[src/rtl/init_seq_ctrl_if.sv]
// Handshake/config bus between the clock manager, config port and init_seq_ctrl.
// ack/err exist only when INIT_ACK_EN is defined.
interface init_seq_ctrl_if #(parameter int NCH = 4);
  logic              locked, reinit, cfg_wr;
  logic [3:0]        cfg_ch;
  logic [15:0]       cfg_word;
  logic [NCH-1:0]    latch_baud;
  logic [NCH*16-1:0] baud_word;
  logic              busy, done;
`ifdef INIT_ACK_EN
  logic [NCH-1:0]    ack, err;
  modport master (output locked, reinit, cfg_wr, cfg_ch, cfg_word, ack,
                  input  latch_baud, baud_word, busy, done, err);
  modport slave  (input  locked, reinit, cfg_wr, cfg_ch, cfg_word, ack,
                  output latch_baud, baud_word, busy, done, err);
`else
  modport master (output locked, reinit, cfg_wr, cfg_ch, cfg_word,
                  input  latch_baud, baud_word, busy, done);
  modport slave  (input  locked, reinit, cfg_wr, cfg_ch, cfg_word,
                  output latch_baud, baud_word, busy, done);
`endif
endinterface

[src/rtl/init_seq_ctrl.sv]
// Power-up sequencer: waits for lock, strobes per-channel baud words with a gap, settles, raises done.
// Optional INIT_ACK_EN: per-channel ack wait with timeout and err flags.
module init_seq_ctrl #(
  parameter int NCH      = 4,
  parameter int CW       = 16,
  parameter int INIT_ST  = 1000,
  parameter int GAP      = 16,
  parameter int WAIT_LEN = 32728,
  parameter logic [NCH*16-1:0] BAUD_INIT = {NCH{16'd2}}
`ifdef INIT_ACK_EN
  , parameter int ACK_TO = 256
`endif
) (
  input  logic          clk,
  input  logic          rst,
  init_seq_ctrl_if.slave bus
);
  localparam int              CHW       = (NCH > 1) ? $clog2(NCH) : 1;
  localparam logic [CW-1:0]   INIT_LAST = CW'(INIT_ST - 1);
  localparam logic [CW-1:0]   GAP_LAST  = (GAP > 0) ? CW'(GAP - 1) : '0;
  localparam logic [CW-1:0]   SETL_LAST = CW'(WAIT_LEN - 1);
  localparam logic [CHW-1:0]  CH_LAST   = CHW'(NCH - 1);
  localparam logic [4:0]      NCH5      = 5'(NCH);

  typedef enum logic [2:0] {
    IDLE, WAIT_ST, LATCH, GAP_S, SETTLE, DONE
`ifdef INIT_ACK_EN
    , ACK_WAIT
`endif
  } state_t;

  state_t                r_state;
  logic [CW-1:0]         r_tcnt;
  logic [CHW-1:0]        r_ch;
  logic [1:0]            r_sync;
  logic                  r_lock_d;
  logic [NCH-1:0]        r_latch;
  logic [NCH-1:0][15:0]  r_baud, r_shadow;
  logic                  r_busy, r_done;
  logic                  w_locked_s, w_rise, w_fall, w_trig, w_step, w_last;
  logic [CHW-1:0]        w_nch;

  assign w_locked_s = r_sync[1];
  assign w_rise     = w_locked_s & ~r_lock_d;
  assign w_fall     = ~w_locked_s & r_lock_d;
  assign w_trig     = w_rise | (bus.reinit & w_locked_s);
  assign w_last     = (r_ch == CH_LAST);
  assign w_nch      = r_ch + CHW'(1);

`ifdef INIT_ACK_EN
  localparam logic [CW-1:0] ACK_LAST = CW'(ACK_TO - 1);
  logic [NCH-1:0] r_err;
  logic           w_ack_to;
  assign w_ack_to = (r_state == ACK_WAIT) && (r_tcnt == ACK_LAST) && !bus.ack[r_ch];
  assign w_step   = (r_state == ACK_WAIT) && (bus.ack[r_ch] || (r_tcnt == ACK_LAST));
  assign bus.err  = r_err;
`else
  assign w_step   = (r_state == LATCH);
`endif

  // Shadow is written at the same edge baud_word samples it, so a colliding write lands next sequence.
  always_ff @(posedge clk or negedge rst)
    if (!rst)
      r_shadow <= BAUD_INIT;
    else if (bus.cfg_wr && ({1'b0, bus.cfg_ch} < NCH5))
      r_shadow[bus.cfg_ch[CHW-1:0]] <= bus.cfg_word;

  always_ff @(posedge clk or negedge rst)
    if (!rst) begin
      r_state  <= IDLE;
      r_tcnt   <= '0;
      r_ch     <= '0;
      r_sync   <= '0;
      r_lock_d <= 1'b0;
      r_latch  <= '0;
      r_baud   <= BAUD_INIT;
      r_busy   <= 1'b0;
      r_done   <= 1'b0;
`ifdef INIT_ACK_EN
      r_err    <= '0;
`endif
    end else begin
      r_sync   <= {r_sync[0], bus.locked};
      r_lock_d <= w_locked_s;
      if (w_fall) begin
        r_state <= IDLE;
        r_busy  <= 1'b0;
        r_done  <= 1'b0;
        r_latch <= '0;
      end else if (w_trig) begin
        r_state <= WAIT_ST;
        r_tcnt  <= '0;
        r_busy  <= 1'b1;
        r_done  <= 1'b0;
        r_latch <= '0;
`ifdef INIT_ACK_EN
        r_err   <= '0;
`endif
      end else begin
        r_latch <= '0;
        r_tcnt  <= r_tcnt + CW'(1);
        case (r_state)
          WAIT_ST: if (r_tcnt == INIT_LAST) begin
            r_state   <= LATCH;
            r_ch      <= '0;
            r_latch   <= NCH'(1);
            r_baud[0] <= r_shadow[0];
          end
          GAP_S: if (r_tcnt == GAP_LAST) begin
            r_state       <= LATCH;
            r_ch          <= w_nch;
            r_latch       <= NCH'(1) << w_nch;
            r_baud[w_nch] <= r_shadow[w_nch];
          end
          SETTLE: if (r_tcnt == SETL_LAST) begin
            r_state <= DONE;
            r_busy  <= 1'b0;
            r_done  <= 1'b1;
          end
`ifdef INIT_ACK_EN
          LATCH: begin
            r_state <= ACK_WAIT;
            r_tcnt  <= '0;
          end
          ACK_WAIT: if (w_ack_to) r_err[r_ch] <= 1'b1;
`endif
          default: ;
        endcase
        // Channel finished: next gap, next strobe (zero gap) or settle.
        if (w_step) begin
          r_tcnt <= '0;
          if (w_last)
            r_state <= SETTLE;
          else if (GAP == 0) begin
            r_state       <= LATCH;
            r_ch          <= w_nch;
            r_latch       <= NCH'(1) << w_nch;
            r_baud[w_nch] <= r_shadow[w_nch];
          end else
            r_state <= GAP_S;
        end
      end
    end

  assign bus.latch_baud = r_latch;
  assign bus.baud_word  = r_baud;
  assign bus.busy       = r_busy;
  assign bus.done       = r_done;
endmodule

[src/flat_wrapper.sv]
// flat-port wrapper written by rule: the top's interface ports become plain ports
module init_seq_ctrl_flat 
#(
  parameter int NCH      = 4,
  parameter int CW       = 16,
  parameter int INIT_ST  = 1000,
  parameter int GAP      = 16,
  parameter int WAIT_LEN = 32728,
  parameter logic [NCH*16-1:0] BAUD_INIT = {NCH{16'd2}}

)
  (clk, rst, bus_locked, bus_reinit, bus_cfg_wr, bus_cfg_ch, bus_cfg_word, bus_latch_baud, bus_baud_word, bus_busy, bus_done);
  init_seq_ctrl_if #(.NCH(NCH)) bus_i ();
  input  logic clk;
  input  logic rst;
  input wire logic [$bits(bus_i.locked)-1:0] bus_locked;
  input wire logic [$bits(bus_i.reinit)-1:0] bus_reinit;
  input wire logic [$bits(bus_i.cfg_wr)-1:0] bus_cfg_wr;
  input wire logic [$bits(bus_i.cfg_ch)-1:0] bus_cfg_ch;
  input wire logic [$bits(bus_i.cfg_word)-1:0] bus_cfg_word;
  output wire logic [$bits(bus_i.latch_baud)-1:0] bus_latch_baud;
  output wire logic [$bits(bus_i.baud_word)-1:0] bus_baud_word;
  output wire logic [$bits(bus_i.busy)-1:0] bus_busy;
  output wire logic [$bits(bus_i.done)-1:0] bus_done;
  assign bus_i.locked = bus_locked;
  assign bus_i.reinit = bus_reinit;
  assign bus_i.cfg_wr = bus_cfg_wr;
  assign bus_i.cfg_ch = bus_cfg_ch;
  assign bus_i.cfg_word = bus_cfg_word;
  assign bus_latch_baud = bus_i.latch_baud;
  assign bus_baud_word = bus_i.baud_word;
  assign bus_busy = bus_i.busy;
  assign bus_done = bus_i.done;
  init_seq_ctrl #(.NCH(NCH), .CW(CW), .INIT_ST(INIT_ST), .GAP(GAP), .WAIT_LEN(WAIT_LEN), .BAUD_INIT(BAUD_INIT)) u_core (.clk(clk), .rst(rst), .bus(bus_i));
endmodule
[config.mk]
export PLATFORM = sky130hd
export DESIGN_NAME = init_seq_ctrl_flat
export DESIGN_NICKNAME = d
export VERILOG_FILES = /design/src/rtl/init_seq_ctrl_if.sv /design/src/rtl/init_seq_ctrl.sv /design/src/flat_wrapper.sv
export SDC_FILE = /design/constraint.sdc
export NUM_CORES = 1
export LEC_CHECK = 0
export CAP_MARGIN = 20
export CORE_MARGIN = 2
export CORE_UTILIZATION = 50
export CTS_BUF_LIST = sky130_fd_sc_hd__clkbuf_2 sky130_fd_sc_hd__clkbuf_4 sky130_fd_sc_hd__clkbuf_8
export CTS_CLUSTER_DIAMETER = 150
export DETAILED_ROUTE_END_ITERATION = 10
export MAX_ROUTING_LAYER = met4
export PLACE_DENSITY_LB_ADDON = 0.08
export SYNTH_ARGS = -nofsm -noshare
export SYNTH_HDL_FRONTEND = slang
export SYNTH_SLANG_ARGS = --single-unit
[constraint.sdc]
create_clock -name clk -period 7.4 [get_ports clk]
set_clock_uncertainty 0.2 [all_clocks]
set_input_delay 1.48 -clock clk [delete_from_list [all_inputs] [get_ports clk]]
set_output_delay 1.48 -clock clk [all_outputs]
set_load 0.01 [all_outputs]
Yosys cells after proc, flatten, opt, wreduce, memory -nomap -nowiden

Cells that the tools add are included.

Mux-type cells: 37
Reductions and logical operators: 11
Bitwise gates (word level): 8
Equality and inequality tests: 13
$lt $le $gt $ge: 5
Shift-type cells: 1
$add $sub $neg: 2

Operators with widths:

| operator                                                                      | count |
|---|---|
| 64-bit bitwise mux                                                            | 2 |
| 16-bit 2-to-1 mux                                                             | 7 |
| 16-bit demux with 2-bit select                                                | 2 |
| 16-bit binary-select mux with 2-bit select                                    | 1 |
| 16-bit case mux with 2 select lines                                           | 1 |
| 3-bit 2-to-1 mux                                                              | 7 |
| 16-bit by 1-bit adder with 16-bit output (second input constant)              | 1 |
| 16-bit by 10-bit == test with 1-bit output (second input constant)            | 1 |
| 16-bit by 15-bit == test with 1-bit output (second input constant)            | 1 |
| 16-bit by 4-bit == test with 1-bit output (second input constant)             | 1 |
| 5-bit by 1-bit inequality test with 1-bit output (second input constant)      | 3 |
| 4-bit 2-to-1 mux                                                              | 3 |
| 1-bit 2-to-1 mux                                                              | 9 |
| 3-bit case mux with 3 select lines                                            | 1 |
| 4-bit case mux with 2 select lines                                            | 1 |
| 4-bit AND reduction                                                           | 2 |
| 3-bit by 2-bit == test with 1-bit output (second input constant)              | 2 |
| 2-bit by 3-bit less-than comparator with 1-bit output (second input constant) | 2 |
| 3-bit nonzero test                                                            | 2 |
| 6-bit nonzero test                                                            | 1 |
| 5-bit AND reduction                                                           | 1 |
| 2-bit by 1-bit >= comparator with 1-bit output (second input constant)        | 2 |
| 4-bit by 3-bit less-than comparator with 1-bit output (second input constant) | 1 |
| 2-bit 2-to-1 mux                                                              | 2 |
| other kinds (13)                                                              | 21 |

Word-level logic and storage cells: 93
Register bits: 158
Output and inout bits: 70
Bits of input ports: 25

Depth between registers and ports, before layout

Gate-level depths: netlist of the first run.

Depth after elaboration: 8
Mapped depth: 9
Depth with buffers taken out: 6

Worst setup path after synthesis of the first run

OpenSTA, ideal clock, no wires.

Path kind: in2reg
From: input bus_cfg_ch[3]
To: register u_core.r_shadow[10] (netlist name)
Required time: 7,075 ps
Slack: 4,252 ps
Data arrival time: 2,823 ps
Stages on the path: 5
Path through: nor2_1 > nand2_1 > nor3_1 > buf_2 > mux2_2

Cells in the longest elaborated chain, start to end: 2

Ends and longest elaborated chain:

| item                                                  | line                | text |
|---|---|---|
| start: declaration                                    | flat_wrapper.sv:19  | `input wire logic [$bits(bus_i.cfg_ch)-1:0] bus_cfg_ch;` |
| 4-bit by 3-bit less-than comparator with 1-bit output | init_seq_ctrl.sv:65 | `else if (bus.cfg_wr && ({1'b0, bus.cfg_ch} < NCH5))` |
| 1-bit logical AND                                     | init_seq_ctrl.sv:65 |  |
| end signal: indexed assignment                        | init_seq_ctrl.sv:66 | `r_shadow[bus.cfg_ch[CHW-1:0]] <= bus.cfg_word;` |
| end: declaration                                      | init_seq_ctrl.sv:38 | `logic [NCH-1:0][15:0] r_baud, r_shadow;` |

No other way between the ends.
A chain may end at the register's enable or synchronous reset.

Worst setup path in the final report of the first run

From: input bus_cfg_ch[3]
To: register u_core.r_shadow[48] (netlist name)

The elaborated chain is that of the path after synthesis.

==> results.tsv, run 1 <==
stage	metric	value	unit
placement	IO Port Bufs	94	
yosys	largest cells by area after synthesis	dfrtp_1, mux2_2, mux4_2	
yosys	register area share after synthesis	56.9	%
clocking	CTS buffer count	17	
setup_path	Setup Crit Path Kind	input port to flip-flop	
floorplanning	die width	122	um
clocking	Root Driver	clkbuf_8	
setup_path	worst path bufs/invs	1	
cells_and_area	Final Non-Filler Cells	777	
placement	placed insts	744	
global_routing	first-pass GRT wire length	24100	um
cells_and_area	share of cells above drive strength 1	34.7	%
yosys	Syn Inst Count	488	
clocking	setup bufs post-CTS	0	
clocking	Sink Count	158	
cells_and_area	Area growth syn-to-layout	22.4	%
sta	Slew HR	31.2	%
placement	GP Congestion	0.801	
global_routing	GRT Residual Overflow	0	
setup_path	CP max-delay cell	nand3_1	
yosys	Synth Cell Area	0.00696	sq mm
yosys	share of the synthesized area in the top cell type	53.9	%
floorplanning	IO Count	95	
sta	count of final setup violators	0	
clocking	Clock H-tree levels	4	
sta	RSZ-0062 raised after global routing	false	
yosys	Avg Cell Area, Syn	14.3	sq um
cells_and_area	Finished Core Util	62.1	%
placement	Area after DPL	0.00804	sq mm
placement	DP HPWL	9980	um
worst_hold_path	Hold Crit Class	flip-flop to flip-flop	
yosys	Synth cell types	47	
setup_path	Critical Path Max Stage Delay	0.70	ns
clocking	clock transition at the registers of the reported paths	0.08	ns
power_and_ir_drop	Static Leak	3.78	nW
yosys	post-synthesis async set-or-reset flop share	100	%
drt	DRT Wirelength	14900	um
cells_and_area	Nets	615	
clocking	Post-CTS Hold Fix Bufs	0	
drt	routed vias	4370	
sta	Tcrit/Tclk final	44.4	%
clocking	Clock Latency Late Sink	0.47	ns
drt	DR WL/cell	19.2	um
cells_and_area	design area	0.00853	sq mm
run_status	status	finished, final reports clean	
global_routing	vias in the first global route	4507	
floorplanning	starting density of the core	50.8	%
drt	post-route ant nets	0	
power_and_ir_drop	pwr dens	231	mW/mm^2
sta	min Tclk post-route	3.28	ns
setup_path	CP delay by family, top	simple AND/OR/NAND/NOR gates	
global_routing	largest net degree at the start of global routing	84	
drt	DRT iter0 DRCs	229	
sta	Max Freq	304	MHz
job	max-cap viol count	0	
setup_path	Reg2Reg Setup Slack	4.33	ns
global_routing	initial antenna violation count	0	
drt	DR pass1 iterations	5	
sta	Final WS setup	4.12	ns
floorplanning	Die Y	122	um
floorplanning	Row Count	43	
yosys	synth warn	0	
setup_path	Critical Path RT	7.55	ns
cells_and_area	ant diodes	0	
drt	Residual DRC	0	
setup_path	CP max FO	16	
yosys	Yosys top cell by area	dfrtp_1	
setup_path	CP Launch Type	input port	
global_routing	overall routing resource usage	22.4	%
sta	setup_tns	0	ns
power_and_ir_drop	worst ir drop on vdd	0.170	mV
clocking	CTS resizes	0	
yosys	flops & latches, synth	158	
clocking	CTS tree	built	
placement	worst slack at placement	3.60	ns
yosys	Post-synth EDFFs	0	
sta	Final Max Slew Viols	0	
yosys	Mapped Nets	519	
floorplanning	core area	0.0137	sq mm
setup_path	endpoint type of the worst setup path	flip-flop	
setup_path	arrival time at the worst endpoint	3.44	ns
setup_path	Critical Path, Cell by Cell	clkdlybuf4s50_1 > nor2_1 > and2_1 > nand3_1 > mux2_2	
clocking	clock tree buffer depth	2	
drt	mean number of vias per cell	5.62	
yosys	Main synth FF type	dfrtp_1	
sta	Worst Tran Pin Value	1.03	ns
sta	Final Hold Fails	0	
floorplanning	area of the die	0.0149	sq mm
==> layout make-up <==
type	instances	area (sq um)
Clock buffer	22	297
Tap cell	180	225
Timing Repair Buffer	98	992
Clock inverter	10	159
Inverter	4	15.0
Multi-Input combinational cell	305	2870
Sequential cell	158	3960
Fill cell	1087	5190
==> flip-flops by register name, summed over array words and instances, names as in the netlist <==
| register | flops |
|---|---|
| u_core.bus.baud_word | 64 |
| u_core.r_ch | 2 |
| u_core.bus.busy | 1 |
| u_core.r_sync | 2 |
| u_core.bus.done | 1 |
| u_core.r_tcnt | 16 |
| u_core.r_lock_d | 1 |
| u_core.r_shadow | 64 |
| u_core.bus.latch_baud | 4 |
| u_core.r_state | 3 |
==> report_power, final <==
group / switching (W) / leakage (nW) / internal, W
registers: 0.0000555 / 2.06 / 0.000955
logic: 0.000105 / 1.49 / 0.000134
clock network: 0.000311 / 0.228 / 0.000406
total: 0.000471 / 3.78 / 0.00149
==> layer usage <==
metal | track usage, % | routed length [um] | vias up
li1 | - | - | 1983
met1 | 29.4 | 6650 | 2258
met2 | 34.2 | 7310 | 113
met3 | 5.95 | 728 | 16
met4 | 7.18 | 204 | 0
met5 | - | 0 | -
==> through the flow <==
step,power [W],hold WS [ns]
after CTS,0.00198,0.156
after global routing,0.00206,0.159
after detailed placement,0.00127,0.138
final,0.00197,0.153
after floorplan,0.00118,0.131
after global placement,0.00125,0.133
==> synthesized netlist by cell type, drive strengths merged (2+ instances only) <==
| cell | n |
|---|---|
| xnor2 | 5 |
| nor3 | 8 |
| ha | 6 |
| mux2 | 130 |
| o21ai | 10 |
| a22o | 18 |
| and4 | 3 |
| nor4 | 6 |
| buf | 12 |
| xor2 | 4 |
| nor2b | 4 |
| nand2b | 7 |
| nor2 | 22 |
| and3 | 6 |
| dfrtp | 150 |
| nand3 | 9 |
| and2 | 6 |
| o31ai | 2 |
| or3 | 2 |
| inv | 4 |
| nand4 | 4 |
| nand2 | 17 |
| dfstp | 8 |
| clkbuf | 9 |
| mux4 | 16 |
| a21oi | 9 |
==> cells in the final DEF (no fill, tap or decap), drive strengths merged, types with 9 or more instances in the layout <==
cell,n
mux4,16
o21ai,10
mux2,130
nand3,9
nor2,22
nand2,17
a22o,18
clkdlybuf4s50,93
a21oi,9
dfrtp,150
clkbuf,22
==> worst paths after layout <==
path / start / to / cells past startpoint
setup / recovery: bus_cfg_ch[3] / u_core.r_shadow[48] / 5
hold / removal: u_core.r_sync[0] / u_core.r_sync[1] / 0
setup reg to reg: u_core.r_state[1] / u_core.bus.baud_word[29] / 5
hold reg to reg: u_core.r_sync[0] / u_core.r_sync[1] / 0
max in group asynchronous: rst / u_core.bus.baud_word[33] / 3
min in group asynchronous: rst / u_core.bus.baud_word[22] / 1
==> cells by family after synthesis <==
kind of cell | share of synthesized area, %
multiplexers | 26.2
AO/OA/AOI/OAI | 4.64
adder cells (fa/ha/maj) | 1.08
AND/OR/NAND/NOR | 8.12
flip-flops | 56.9
XOR/XNOR | 1.13
buffers and inverters | 1.92
Power figures use the tool's default switching activity.
==> run 2, diff against run 1 <==
==> constraint.sdc (replaced) <==
create_clock -name clk -period 2.7 [get_ports clk]
set_clock_uncertainty 0.2 [all_clocks]
set_input_delay 0.54 -clock clk [delete_from_list [all_inputs] [get_ports clk]]
set_output_delay 0.54 -clock clk [all_outputs]
set_load 0.01 [all_outputs]
==> run 2 against run 1 <==
  * Hold slack gained 0.0034 ns
  * Largest cell class unchanged
  * Largest power group unchanged
  * Combinational power grew to 2.8 times the previous value
  * Sequential share of layout area decreased by 0.67 points
  * Total power grew to 2.7 times the previous value
==> results.tsv, run 2 (synthesized netlist as in run 1, its figures left out) <==
stage	metric	value	unit	change
drt	mean number of vias per cell	5.60		-0.35%
floorplanning	Row Count	43		unchanged
global_routing	GRT Residual Overflow	0		unchanged
floorplanning	area of the die	0.0149	sq mm	unchanged
job	max-cap viol count	0		unchanged
clocking	Clock Latency Late Sink	0.44	ns	-0.03 ns
clocking	Sink Count	158		unchanged
power_and_ir_drop	Static Leak	3.87	nW	+2.3%
setup_path	CP Launch Type	flip-flop		
setup_path	arrival time at the worst endpoint	2.55	ns	-0.89 ns
drt	DRT iter0 DRCs	274		+20%
setup_path	Critical Path RT	2.83	ns	-4.72 ns
global_routing	largest net degree at the start of global routing	65		-23%
sta	Worst Tran Pin Value	0.838	ns	-0.194 ns
cells_and_area	Final Non-Filler Cells	796		+2.4%
placement	IO Port Bufs	94		unchanged
cells_and_area	share of cells above drive strength 1	36.5	%	+1.9 points
clocking	Clock H-tree levels	4		unchanged
global_routing	vias in the first global route	4474		-0.73%
drt	DR WL/cell	18.5	um	-3.2%
placement	worst slack at placement	0.144	ns	-3.46 ns
global_routing	overall routing resource usage	21.6	%	-0.74 points
clocking	Root Driver	clkbuf_8		
global_routing	first-pass GRT wire length	23500	um	-2.4%
sta	Tcrit/Tclk final	89.6	%	
clocking	setup bufs post-CTS	0		unchanged
sta	count of final setup violators	0		unchanged
floorplanning	Die Y	122	um	unchanged
cells_and_area	most common cell after layout, fill and taps aside	dfrtp_1		
clocking	CTS tree	built		
placement	placed insts	763		+2.6%
clocking	clock transition at the registers of the reported paths	0.08	ns	about the same
sta	RSZ-0062 raised after global routing	false		
floorplanning	die width	122	um	unchanged
drt	routed vias	4461		+2.1%
setup_path	endpoint type of the worst setup path	flip-flop		
power_and_ir_drop	pwr dens	612	mW/mm^2	+170%
placement	DP HPWL	10000	um	+0.32%
sta	Max Freq	413	MHz	
clocking	CTS buffer count	17		unchanged
cells_and_area	Nets	634		+3.1%
drt	Residual DRC	0		unchanged
floorplanning	core area	0.0137	sq mm	unchanged
sta	Final Max Slew Viols	0		unchanged
drt	DRT Wirelength	14800	um	-0.87%
power_and_ir_drop	worst ir drop on vdd	0.324	mV	+91%
global_routing	initial antenna violation count	0		unchanged
sta	min Tclk post-route	2.42	ns	
sta	Final Hold Fails	0		unchanged
sta	Slew HR	44.1	%	+13 points
sta	Final WS setup	0.279	ns	-3.84 ns
floorplanning	starting density of the core	50.8	%	unchanged
cells_and_area	ant diodes	0		unchanged
placement	GP Congestion	0.855		+6.7%
cells_and_area	Area growth syn-to-layout	24.2	%	
setup_path	Setup Crit Path Kind	flip-flop to flip-flop		
worst_hold_path	Hold Crit Class	flip-flop to flip-flop		
cells_and_area	most frequent cells in the layout	dfrtp_1, mux2_2, clkdlybuf4s50_1, nor2_1		
clocking	CTS resizes	0		unchanged
clocking	clock tree buffer depth	2		unchanged
clocking	Post-CTS Hold Fix Bufs	1		+1
drt	post-route ant nets	0		unchanged
run_status	status	finished, final reports clean		
sta	setup_tns	0	ns	unchanged
floorplanning	IO Count	95		unchanged
drt	DR pass1 iterations	4		-1
setup_path	CP max FO	7		-9
-- run 2: cell count changes in the layout (fill, tap and decap cells not counted), sizes merged --
cell and delta:
buf +18, dlygate4sd3 +1, bufinv -1, clkinv -1
clkbuf +4, clkinvlp -2
-- run 2: critical path: stages (launching register included) --
cell and delay, ns:
dfrtp_1 0.43, inv_1 0.09, ha_1 0.52, mux4_2 0.61
a22o_1 0.21, mux2_2 0.26
-- run 2: layout make-up --
type,instances,area (sq um)
Tap cell,180,225
Fill cell,1088,5070
Timing Repair Buffer,117,1140
Clock inverter,6,109
Sequential cell,158,3960
Clock buffer,26,320
Multi-Input combinational cell,305,2870
Inverter,4,15.0
-- run 2: through the flow --
stage | utilization (%) | area, sq um | power [W] | hold slack [ns]
3_3_place_gp | 59.8 | 8210 | 0.00343 | 0.132
5_1_grt | 63.0 | 8650 | 0.00552 | 0.163
4_1_cts | 63.0 | 8650 | 0.00534 | 0.159
3_5_place_dp | 59.8 | 8210 | 0.00348 | 0.142
6_report | 63.0 | 8650 | 0.00529 | 0.156
2_1_floorplan | - | 6970 | 0.00323 | 0.0444
-- run 2: path summary, 6_finish.rpt --
path | slack, ns | from | cells after the start | to
max in group asynchronous | 1.05 | rst | 3 | u_core.r_shadow[21]
min in group asynchronous | 0.46 | rst | 2 | u_core.bus.baud_word[53]
setup reg to reg | 0.28 | u_core.r_ch[1] | 5 | u_core.bus.baud_word[3]
setup / recovery | 0.28 | u_core.r_ch[1] | 5 | u_core.bus.baud_word[3]
hold / removal | 0.16 | u_core.r_sync[0] | 0 | u_core.r_sync[1]
hold reg to reg | 0.16 | u_core.r_sync[0] | 0 | u_core.r_sync[1]
-- run 2: routing by layer --
metal  vias to the layer above  routed length, um  global-route usage, %
li1                       2023                  -                      -
met1                      2301               6810                   29.5
met2                       118               7110                   32.6
met3                        19                606                   3.89
met4                         0                231                   8.19
met5                         -                  0                      -
-- run 2: report_power, final --
part           total, W  internal [W]  switching, W
clock           0.00186       0.00105      0.000813
combinational  0.000660      0.000373      0.000287
sequential      0.00277       0.00262      0.000149
total           0.00529       0.00404       0.00125
